**config.mk**
```make
export PLATFORM = sky130hd
export DESIGN_NAME = bound_flasher_gen
export DESIGN_NICKNAME = d
export VERILOG_FILES = /design/src/rtl/bound_flasher_gen.sv
export SDC_FILE = /design/constraint.sdc
export NUM_CORES = 1
export LEC_CHECK = 0
export ABC_AREA = 0
export CAP_MARGIN = 20
export CORE_MARGIN = 8
export CORE_UTILIZATION = 50
export DETAILED_ROUTE_END_ITERATION = 8
export PLACE_DENSITY = 0.74
export SYNTH_ARGS = -nofsm -noshare
export SYNTH_HDL_FRONTEND = slang
export SYNTH_SLANG_ARGS = --single-unit
```
**constraint.sdc**
```tcl
create_clock -name clk -period 2.5 [get_ports clk]
set_input_delay 0.625 -clock clk [delete_from_list [all_inputs] [get_ports clk]]
set_output_delay 0.625 -clock clk [all_outputs]
set_load 0.05 [all_outputs]
```
**src/rtl/bound_flasher_gen.sv**
```systemverilog
// Parametrised LED bar flasher: thermometer bar driven through a six-phase
// bounded up/down sequence, paced by step_en, with flick kickback at HI1/HI2.
module bound_flasher_gen #(
  parameter  int N_LED = 16,
  parameter  int HI1   = 6,
  parameter  int LO2   = 5,
  parameter  int HI2   = 11,
  localparam int LW    = $clog2(N_LED + 1)
) (
  input  logic             clk,
  input  logic             rst_n,
  input  logic             step_en,
  input  logic             flick,
  input  logic             clr,
  output logic [N_LED-1:0] led,
  output logic [LW-1:0]    lvl_o,
  output logic             busy,
  output logic             done
);

  if (!(N_LED >= 4 && LO2 > 0 && LO2 < HI1 && HI1 < HI2 && HI2 < N_LED)) begin : g_bad_params
    $error("bound_flasher_gen: require 0 < LO2 < HI1 < HI2 < N_LED and N_LED >= 4");
  end

  localparam logic [LW-1:0] ONE   = LW'(1);
  localparam logic [LW-1:0] HI1_L = LW'(HI1);
  localparam logic [LW-1:0] LO2_L = LW'(LO2);
  localparam logic [LW-1:0] HI2_L = LW'(HI2);
  localparam logic [LW-1:0] TOP_L = LW'(N_LED);

  typedef enum logic [2:0] {
    IDLE = 3'd0,
    UP_A = 3'd1,
    DN_A = 3'd2,
    UP_B = 3'd3,
    DN_B = 3'd4,
    UP_C = 3'd5,
    DN_C = 3'd6
  } state_t;

  state_t            state_q, state_d;
  logic [LW-1:0]     lvl_q, lvl_d;
  logic [N_LED-1:0]  led_q;
  logic              busy_q;
  logic              done_q, done_d;
  logic              kick;

  function automatic logic [N_LED-1:0] therm(input logic [LW-1:0] l);
    logic [N_LED-1:0] t;
    t = '0;
    for (int unsigned i = 0; i < N_LED; i++) begin
      t[i] = (LW'(i) < l);
    end
    return t;
  endfunction

  always_comb begin
    state_d = state_q;
    lvl_d   = lvl_q;
    done_d  = 1'b0;
    kick    = flick && (lvl_q == HI1_L || lvl_q == HI2_L);

    case (state_q)
      IDLE: begin
        if (step_en && flick) begin
          lvl_d   = ONE;
          state_d = UP_A;
        end
      end
      UP_A: begin
        if (step_en) begin
          if (lvl_q == HI1_L) begin
            lvl_d   = lvl_q - ONE;
            state_d = DN_A;
          end else begin
            lvl_d = lvl_q + ONE;
          end
        end
      end
      DN_A: begin
        if (step_en) begin
          if (lvl_q == '0) begin
            lvl_d   = ONE;
            state_d = UP_B;
          end else begin
            lvl_d = lvl_q - ONE;
          end
        end
      end
      UP_B: begin
        if (step_en) begin
          if (kick) begin
            lvl_d   = lvl_q - ONE;
            state_d = DN_A;
          end else if (lvl_q == HI2_L) begin
            lvl_d   = lvl_q - ONE;
            state_d = DN_B;
          end else begin
            lvl_d = lvl_q + ONE;
          end
        end
      end
      DN_B: begin
        if (step_en) begin
          if (lvl_q == LO2_L) begin
            lvl_d   = lvl_q + ONE;
            state_d = UP_C;
          end else begin
            lvl_d = lvl_q - ONE;
          end
        end
      end
      UP_C: begin
        // The top of the bar wins over a kickback request.
        if (step_en) begin
          if (lvl_q == TOP_L) begin
            lvl_d   = lvl_q - ONE;
            state_d = DN_C;
          end else if (kick) begin
            lvl_d   = lvl_q - ONE;
            state_d = DN_B;
          end else begin
            lvl_d = lvl_q + ONE;
          end
        end
      end
      DN_C: begin
        if (step_en) begin
          if (lvl_q == '0) begin
            state_d = IDLE;
            done_d  = 1'b1;
          end else begin
            lvl_d = lvl_q - ONE;
          end
        end
      end
      default: begin
        state_d = IDLE;
        lvl_d   = '0;
      end
    endcase

    if (clr) begin
      state_d = IDLE;
      lvl_d   = '0;
      done_d  = 1'b0;
    end
  end

  // led/busy are registered from the next-state values so they stay aligned with lvl_o.
  always_ff @(posedge clk or negedge rst_n) begin
    if (!rst_n) begin
      state_q <= IDLE;
      lvl_q   <= '0;
      led_q   <= '0;
      busy_q  <= 1'b0;
      done_q  <= 1'b0;
    end else begin
      state_q <= state_d;
      lvl_q   <= lvl_d;
      led_q   <= therm(lvl_d);
      busy_q  <= (state_d != IDLE);
      done_q  <= done_d;
    end
  end

  assign led   = led_q;
  assign lvl_o = lvl_q;
  assign busy  = busy_q;
  assign done  = done_q;

endmodule

```
==> metrics.txt <==
mapped cell area=2030 sq um; dpl cells=about 330; antenna viol nets, final=0; Tcrit/Tclk final=0.957; Crit Path Max Fanout=5; first-pass GRT wire length=10200 um; NumNets Final=a little under 300; Seq cells post-synth=25; sequential element share of the synthesized area=0.308; root buffer cell=clkbuf_8; vias per cell=about 6.6; H-tree levels=1; top-area cell type share of the netlist area=0.308; Worst Slack Setup Final=0.108 ns; clock slew at reported path FFs=0.08 ns; Clock Latency Late Sink=0.26 ns; Critical Path AT=~2.5 ns; total grt overflow=0; Iteration-0 DRC Markers=about 310; Final Max Tran Viols=0; final wirelength=roughly 6500 um; worst relative slew slack=0.656; drt wl/cell=19.5 um; area delta synth->final=34.5%; Yosys Warn Count=0; # IOs=28; final setup fails=0; slew at the pin with the worst max-slew slack=0.514 ns; status=complete, no violations; CTS tree=done; antenna violations before repair=0; total of max-cap violations=0; vias in the first global route=between 1500 and 2000; Inserted Clock Buffers=3; Core Area=3970 sq um; Layout Skew=about 0.0045 ns; synth unique cells=73; cts hold-fix bufs=0; die width=79.8 um; Synth top cells by count=25 x dfrtp_1, 14 x nand2_1, 12 x nor2_1; number of flops mapped to enable cells by yosys=0; Worst Setup End Kind=flip-flop; Area contributors post-synth=dfrtp_1 31%, ha_1 3.1%, o211ai_1 3.0%; Fin. Hold Viols=0; GP Congestion=0.958; Mapped Cells=229; final cell count without fillers=~330; DRC errors left=0; maximum clock path buffer count=2; Vias=between 2000 and 2500; Pleak=~1.2 nW; layout cell share with drive strength beyond 1=0.311; Core Util, Final=0.689; Async SR Flop Fraction=1.00; maximum clock rate=between 400 and 500 MHz; Final Critical Period=2.39 ns; HP Class=primary input to async pin; drt pass-1 iters=5; CP Class=flip-flop to flip-flop; Die Span Y=79.8 um; Initial Util=0.512; antenna cell count=0; Worst VDD drop=0.255 mV; pin count of the biggest net entering global routing=26; Tot GR Track Use=0.201; prevailing post-synth register cell=dfrtp_1; Hold Slack=0.710 ns; DP HPWL=between 4000 and 5000 um; largest area contributor in the netlist=dfrtp_1; CTS sink cnt=25; die area=6370 sq um; I/O Buffers=27; mean area per synthesized cell=8.88 sq um; Worst EP required=2.64 ns; worst slack, placed=-0.465 ns; Synth Net Count=between 200 and 250; row count=23; cell with the most instances after synthesis=dfrtp_1; Worst setup SP type=flip-flop; PD cells=roughly 330 nW/um^2
stage by stage:
| stage | cell area [sq um] | setup TNS (ns) | power [W] |
|---|---|---|---|
| after floorplan | 2050 | 0 | 0.000553 |
| after global placement | 2580 | -5.44 | 0.000646 |
| after detailed placement | 2580 | -6.37 | 0.000648 |
| after CTS | 2650 | 0 | 0.000881 |
| after global routing | 2740 | -0.00295 | 0.000939 |
| final | 2740 | 0 | 0.000897 |
logic make-up after synthesis:
group / after synthesis / share of synthesized area
adder cells (fa/ha/maj): 5 / 0.0308
buffers and inverters: 32 / 0.0793
AND/OR/NAND/NOR: 89 / 0.279
multiplexers: 4 / 0.0228
flip-flops: 25 / 0.308
XOR/XNOR: 4 / 0.0172
AO/OA/AOI/OAI: 70 / 0.264
timing repair:
| action | 4_1_cts | 5_1_grt |
|---|---|---|
| pin swaps | 0 | 6 |
| gates resized for setup | 6 | 14 |
| endpoints found under the setup margin | 16 | 13 |
| buffers inserted | 0 | 1 |
flip-flops by register name (all words and copies together), names as in the netlist:
register  flops
busy          1
done          1
led          16
lvl_o         4
state_q       3
where the power goes:
part | internal [W] | switching [W]
sequential | 0.000413 | 0.00000845
clock | 0.000111 | 0.000121
combinational | 0.000100 | 0.000143
final timing paths:
path	from	endpoint	slack (ns)	cells past startpoint
max reg2reg	lvl_o[0]$_DFF_PN0_	led[6]$_DFF_PN0_	0.11	9
min	rst_n	led[13]$_DFF_PN0_	0.71	2
max	lvl_o[0]$_DFF_PN0_	led[6]$_DFF_PN0_	0.11	9
min reg2reg	state_q[2]$_DFF_PN0_	done$_DFF_PN0_	0.85	2
max in group asynchronous	rst_n	lvl_o[0]$_DFF_PN0_	1.52	2
min in group clk	state_q[2]$_DFF_PN0_	done$_DFF_PN0_	0.85	2
layout make-up:
type | instances | area, sq um
Sequential cell | 25 | 633
Inverter | 13 | 51.3
Timing Repair Buffer | 69 | 586
Clock inverter | 1 | 5.00
Clock buffer | 3 | 41.3
Fill cell | 320 | 1230
Multi-Input combinational cell | 172 | 1360
Tap cell | 50 | 62.6
per-layer routing:
layer	GRT usage	share of wire	vias up
met1	0.287	0.42	1037
li1	-	-	971
met2	0.302	0.46	146
met3	0.0203	0.088	31
met5	0	0	-
met4	0.0782	0.038	0
placed cells by master (no fill, tap or decap), drive strengths merged, types with 3 or more instances in the layout:
cell | netlist | routed
nor3b | 5 | 5
inv | 13 | 13
ha | 5 | 5
nor3 | 6 | 6
clkdlybuf4s50 | 0 | 21
buf | 17 | 46
nand2 | 14 | 14
o21ai | 12 | 12
or3 | 3 | 3
nor2 | 13 | 13
a211oi | 6 | 6
a32oi | 3 | 3
nor4 | 5 | 5
nand3b | 7 | 7
o31ai | 4 | 4
a31oi | 3 | 3
clkbuf | 2 | 3
a22oi | 4 | 4
dfrtp | 25 | 25
nand2b | 5 | 5
xnor2 | 3 | 3
o211ai | 8 | 8
and4bb | 3 | 3
a21oi | 10 | 10
nand3 | 10 | 10
critical path, stage by stage, from the launching register on:
cell and delay, ns:
dfrtp_4 0.51, inv_4 0.07, ha_2 0.17, buf_4 0.14
nor3b_4 0.21, nand2_1 0.11, a31o_1 0.23, o32a_1 0.39
nor2_1 0.31, o311ai_2 0.12
Power figures use the tool's default switching activity.
